===== src/rtl/sorter_pkg.sv =====
// Shared constants for the odd-even sorter loader/unloader pair: frame geometry
// defaults and the two-state framing FSM encoding.
package sorter_pkg;

  localparam int SORT_N_WORDS = 8;
  localparam int SORT_WORD_W  = 8;
  localparam int SORT_IDX_W   = $clog2(SORT_N_WORDS);

  localparam logic [0:0] ST_IDLE   = 1'b0;
  localparam logic [0:0] ST_STREAM = 1'b1;

endpackage


===== src/rtl/sorter_unloader.sv =====
// Output serializer for the odd-even sorter: captures a sorted frame in one cycle
// and streams it word by word over a valid/ready port, ascending or descending.
module sorter_unloader
  import sorter_pkg::*;
#(
  parameter int N_WORDS = SORT_N_WORDS,
  parameter int WORD_W  = SORT_WORD_W
) (
  input  logic                        clk,
  input  logic                        rst,
  input  logic                        frame_valid,
  input  logic [N_WORDS*WORD_W-1:0]   frame_data,
  input  logic                        dir,
  output logic                        frame_ready,
  output logic [WORD_W-1:0]           out_data,
  output logic                        out_valid,
  input  logic                        out_ready,
  output logic                        out_last,
  output logic                        overrun
);

  localparam int IDX_W = $clog2(N_WORDS);
  localparam logic [IDX_W-1:0] IDX_LAST = IDX_W'(N_WORDS - 1);

  logic [0:0]        state;
  logic [WORD_W-1:0] buffer [N_WORDS];
  logic              dir_q;
  logic [IDX_W-1:0]  idx;
  logic [IDX_W-1:0]  cnt;
  logic              xfer;
  logic              is_last;

  // Outputs decode only from registered state, so out_ready never reaches them.
  assign out_valid   = (state == ST_STREAM);
  assign frame_ready = (state == ST_IDLE);
  assign is_last     = (cnt == IDX_LAST);
  assign out_last    = out_valid && is_last;
  assign out_data    = out_valid ? buffer[idx] : '0;
  assign xfer        = out_valid && out_ready;

  always_ff @(posedge clk) begin
    if (rst) begin
      state   <= ST_IDLE;
      dir_q   <= 1'b0;
      idx     <= '0;
      cnt     <= '0;
      overrun <= 1'b0;
      for (int k = 0; k < N_WORDS; k++) buffer[k] <= '0;
    end else begin
      case (state)
        ST_IDLE: begin
          if (frame_valid) begin
            for (int k = 0; k < N_WORDS; k++)
              buffer[k] <= frame_data[k*WORD_W +: WORD_W];
            dir_q <= dir;
            idx   <= dir ? IDX_LAST : '0;
            cnt   <= '0;
            state <= ST_STREAM;
          end
        end
        ST_STREAM: begin
          // A frame arriving while busy is dropped; the flag is sticky until reset.
          if (frame_valid) overrun <= 1'b1;
          if (xfer) begin
            if (is_last) begin
              idx   <= '0;
              cnt   <= '0;
              state <= ST_IDLE;
            end else begin
              idx <= dir_q ? idx - 1'b1 : idx + 1'b1;
              cnt <= cnt + 1'b1;
            end
          end
        end
        default: state <= ST_IDLE;
      endcase
    end
  end

endmodule

===== config.mk =====
export PLATFORM = sky130hd
export DESIGN_NAME = sorter_unloader
export DESIGN_NICKNAME = d
export VERILOG_FILES = /design/src/rtl/sorter_pkg.sv /design/src/rtl/sorter_unloader.sv
export SDC_FILE = /design/constraint.sdc
export NUM_CORES = 1
export LEC_CHECK = 0
export ABC_AREA = 0
export CAP_MARGIN = 40
export CORE_AREA = 2 2 96 98
export DETAILED_ROUTE_END_ITERATION = 8
export DIE_AREA = 0 0 98 100
export GPL_TIMING_DRIVEN = 0
export PLACE_DENSITY = 0.74
export SYNTH_ARGS = -nofsm -noshare
export SYNTH_HDL_FRONTEND = slang
export SYNTH_SLANG_ARGS = --single-unit

===== constraint.sdc =====
create_clock -name clk -period 5.21 [get_ports clk]
set_input_delay 0.521 -clock clk [delete_from_list [all_inputs] [get_ports clk]]
set_output_delay 0.521 -clock clk [all_outputs]
set_load 0.01 [all_outputs]

Word-level counts from Yosys, hierarchy flattened
Memories as Yosys holds them, arrays and structs flattened. A register that Yosys moved wholly into a read port is not among the register bits. Cells that the tools add are included.

Bitwise gates (word level): 9. Reduce and logical (&&, ||, !) cells: 5. Add/sub/neg operators: 3. Muxes and demuxes: 30. Equality and inequality tests: 3.

Operators by type and width (count): 2-to-1 mux 8 bit (9); 2-to-1 mux 3 bit (10); one-hot mux 3 bit (2 select lines) (2); 2-to-1 mux 1 bit (8); OR 1 bit (8); adder 3 x 1 -> 3 bit (second input constant) (2); AND reduction 2 bit (3); == test 3 bit (second input constant) (1); subtractor 3 x 1 -> 3 bit (second input constant) (1); logical AND 1 bit (2); inequality test 2 x 1 -> 1 bit (second input constant) (1); inequality test 2 bit (second input constant) (1); one-hot mux 1 bit (2 select lines) (1); inverter 1 bit (1).

Logic and storage cells: 56. Register bits after elaboration: 9. Output and inout port bits: 12. Memories: 1. Bits of input ports: 69. Bits in writable memories: 64.

Memories: buffer (words 8, bits a word 8, rd ports 1, clocked after memory_dff 1, wr ports 8, line sorter_unloader.sv:26) `logic [WORD_W-1:0] buffer [N_WORDS];`.

Depth between registers and ports, before layout
Depth after elaboration: 7. Gate-level depth with buffers: 5. Depth with buffers taken out: 5.

Worst setup path before layout
No wires, ideal clock.

Kind: input port to flip-flop. Start point: input rst. End point: memory buffer[0][0] (netlist name) (enable). Data arrival time: 2.665 ns. Stages: 3. Path slack: 2.113 ns. Buffers on the path: 2. Cells stage by stage: clkbuf_1 clkbuf_1 nand2b_1.

RTL lines: start, declared (line sorter_unloader.sv:10) `input logic rst,`; end, declared (line sorter_unloader.sv:26).

==> reports/results.ini <==
[worst_setup_path]
cpPeakStageDelay_ps = 480
worst-path-buf-inv = 3
critPathArrivalTime_ps = 2370
crit_family = buffers and inverters
slowest_stage = clkdlybuf4s50_1
path_max_fanout = 10
critPathCaptureType = output pin
path_class = flop to output pin
crit_top_cell = buf_2
crit_chain = buf_2, buf_2, mux4_2, mux2i_1, nor2_1, clkdlybuf4s50_1
cp_data_required_time_ps = 4690
critPathLaunchType = flop

[clock_network]
cts_buffer_depth = 2
cts_resized = 0
numCtsBuffers = 9
cts_setup_buffers = 0
cts_max_level = 3
clock_sinks = 76
cts_tree = done
path_clk_slew_ps = 90
cts-root-buf = clkbuf_8
clk_latency_ps = 360
hold_buffers = 0

[sta]
timing.fmax_mhz = 346
finalSetupTns_ps = 0
finalMaxSlewViolations = 0
fin_crit_ps = 2890
clock_skew_ps = 15.2
rsz0062_at_grt = no
slew_headroom_pct = 44.1
finalSetupViolations = 0
layout_setup_ws_ps = 2320
fin_crit_sh_pct = 55.4
worst_pin_slew_ps = 838
finalHoldViolCount = 0

[worst_hold_path]
hp-class = flop to flop

[global_route]
grt_pass1_vias = 2194
gr-total-overflow = 0
grt_max_degree = 65
antenna_found_initial = 0
grt_pass1_wl_mm = 11.4
grt_util_all_layers_pct = 15.9

[power]
power_frac_clock_pct = 34.6
swShare_pct = 22.5
ir_worst_vdd_v = 0.000130
power_switching_mw = 0.317
p_seq_share_pct = 51.1
p_comb_share_pct = 14.4
powerDensity_nw_per_um2 = 309
p_leak_nw = 1.69
p_int_mw = 1.09

[route]
drtIter0Drc = 86
via_per_inst = 4.89
num_vias = 2104
antenna_left = 0
wl_per_cell_um = 17.1
post-route-drc-count = 0
drt-pass1-iter-count = 4
totalWireLength_mm = 7.34

[status]
outcome = complete, no violations

[floorplanning]
die_w_um = 98
die-area_um2 = 9800
io_pins = 81
start_util_pct = 38.3
core.rowCount = 35
die_y_um = 100
fp.coreArea_um2 = 8890

[yosys]
postSynthRegisterBits = 76
avgSynthCellArea_um2 = 15.2
synth_area_um2 = 3410
synth_cell_types = 29
seq_area_frac_synth_pct = 63.5
synth_cells = 224
yosysWarnings = 0
syn_nets = 296

[finish]
n_fill_cell = 771
nNetsFinal = 386
final_layout_size_suffix_gt1_share_pct = 11.3
area_growth_pct = 33.8
antennaDiodeCount = 0

[placed_design]
place_ws_ps = 2610
portBuffers = 79
gp_congestion = 0.732
dp_hpwl_mm = 5.07

[flow_run]
maxCapViolCount = 0

[registers in the layout, indices dropped and copies added, names as in the netlist, named ones only]
name and flops:
dir_q 1, idx 3, buffer 64, cnt 3, overrun 1, out_valid 1
[synth_stat cells]
cell	number	area (µm²)
edfxtp_1	64	1920
and2_1	49	307
nor2b_1	18	113
nor2_1	16	60.1
dfxtp_1	12	240
mux2i_1	10	100
mux4_2	10	225
clkbuf_1	6	22.5
mux4_1	6	158
a221oi_1	3	26.3
a32oi_1	3	26.3
buf_2	3	15.0
inv_1	3	11.3
nand2b_1	3	18.8
buf_4	2	15.0
ha_1	2	25.0
nand2_1	2	7.51
a211o_1	1	8.76
a211oi_1	1	7.51
a21oi_1	1	5.00
a311oi_1	1	8.76
buf_12	1	20.0
buf_6	1	11.3
clkbuf_2	1	5.00
fa_1	1	20.0
inv_2	1	3.75
mux2_2	1	11.3
o21ai_0	1	5.00
xnor2_1	1	8.76
[metal layers]
layer  routed length [µm]  share of wire (%)  global-route usage, %  up-vias
li1                     -                  -                      -      998
met1                 3220                 44                   19.7     1026
met2                 3650                 50                   26.8       67
met3                  284                3.9                   2.92       13
met4                  178                2.4                   8.23        0
met5                    0                  0                      0        -
[power groups by stage]
stage               sequential, mW  clock, mW  combinational [mW]
CTS                          0.720      0.494               0.206
floorplan                    0.731          0               0.108
detailed placement           0.734          0               0.206
global route                 0.724      0.515               0.220
finish                       0.720      0.487               0.203
global placement             0.734          0               0.200
[stage by stage]
stage | utilization (%) | power, mW | hold WS [ps] | instances | cell area, µm²
2_1_floorplan | - | 0.839 | 458 | 224 | 3410
3_3_place_gp | 48.8 | 0.933 | 456 | 414 | 4340
3_5_place_dp | 48.9 | 0.940 | 475 | 414 | 4340
4_1_cts | 51.3 | 1.42 | 494 | 430 | 4560
5_1_grt | 51.3 | 1.46 | 547 | 430 | 4560
6_report | 51.3 | 1.41 | 486 | 430 | 4560
[final cells by class]
cell class                      count  area (µm²)  area share, %
Buffer                             14        88.8           1.95
Clock buffer                        9         124           2.72
Clock inverter                      7        91.3           2.00
Inverter                            4        15.0          0.329
Multi-Input combinational cell    130        1150           25.2
Sequential cell                    76        2160           47.4
Tap cell                          111         139           3.05
Timing Repair Buffer               79         791           17.3
[cells by family after synthesis]
logic type      count (synthesis)  share of synthesized area [%]
compound gates                 11                           2.57
buf+inv                        18                           3.05
fa+ha+maj                       3                           1.32
xor+xnor                        1                          0.257
mux                            27                           14.5
flops                          76                           63.5
simple gates                   88                           14.8
[placed cells by master (no fill, tap or decap), types with 6 or more instances in the layout]
cell	Yosys	routed
clkdlybuf4s50_1	0	79
edfxtp_1	64	64
and2_1	49	49
nor2b_1	18	18
nor2_1	16	16
dfxtp_1	12	12
mux4_2	10	10
mux2i_1	10	10
clkbuf_8	0	9
mux4_1	6	6
clkbuf_1	6	6
[worst paths after layout]
path / start / endpoint / slack (ps) / cells past startpoint
setup / recovery: flop / out_data[0] / 2320 / 6
hold / removal: overrun$_SDFFE_PP0P_ / overrun$_SDFFE_PP0P_ / 490 / 2
hold reg to reg: overrun$_SDFFE_PP0P_ / overrun$_SDFFE_PP0P_ / 490 / 2
setup reg to reg: out_valid$_SDFF_PP0_ / buffer[2][5]$_SDFFCE_PN0P_ / 3340 / 5
[worst reg2reg max path, cell delays in order, from the launching register on]
cell and delay (ps):
dfxtp_1 370, nand2b_1 230, nor2_1 190, buf_2 260
clkbuf_1 470, and2_1 210
Note: power is estimated with default switching activity, not from simulation.
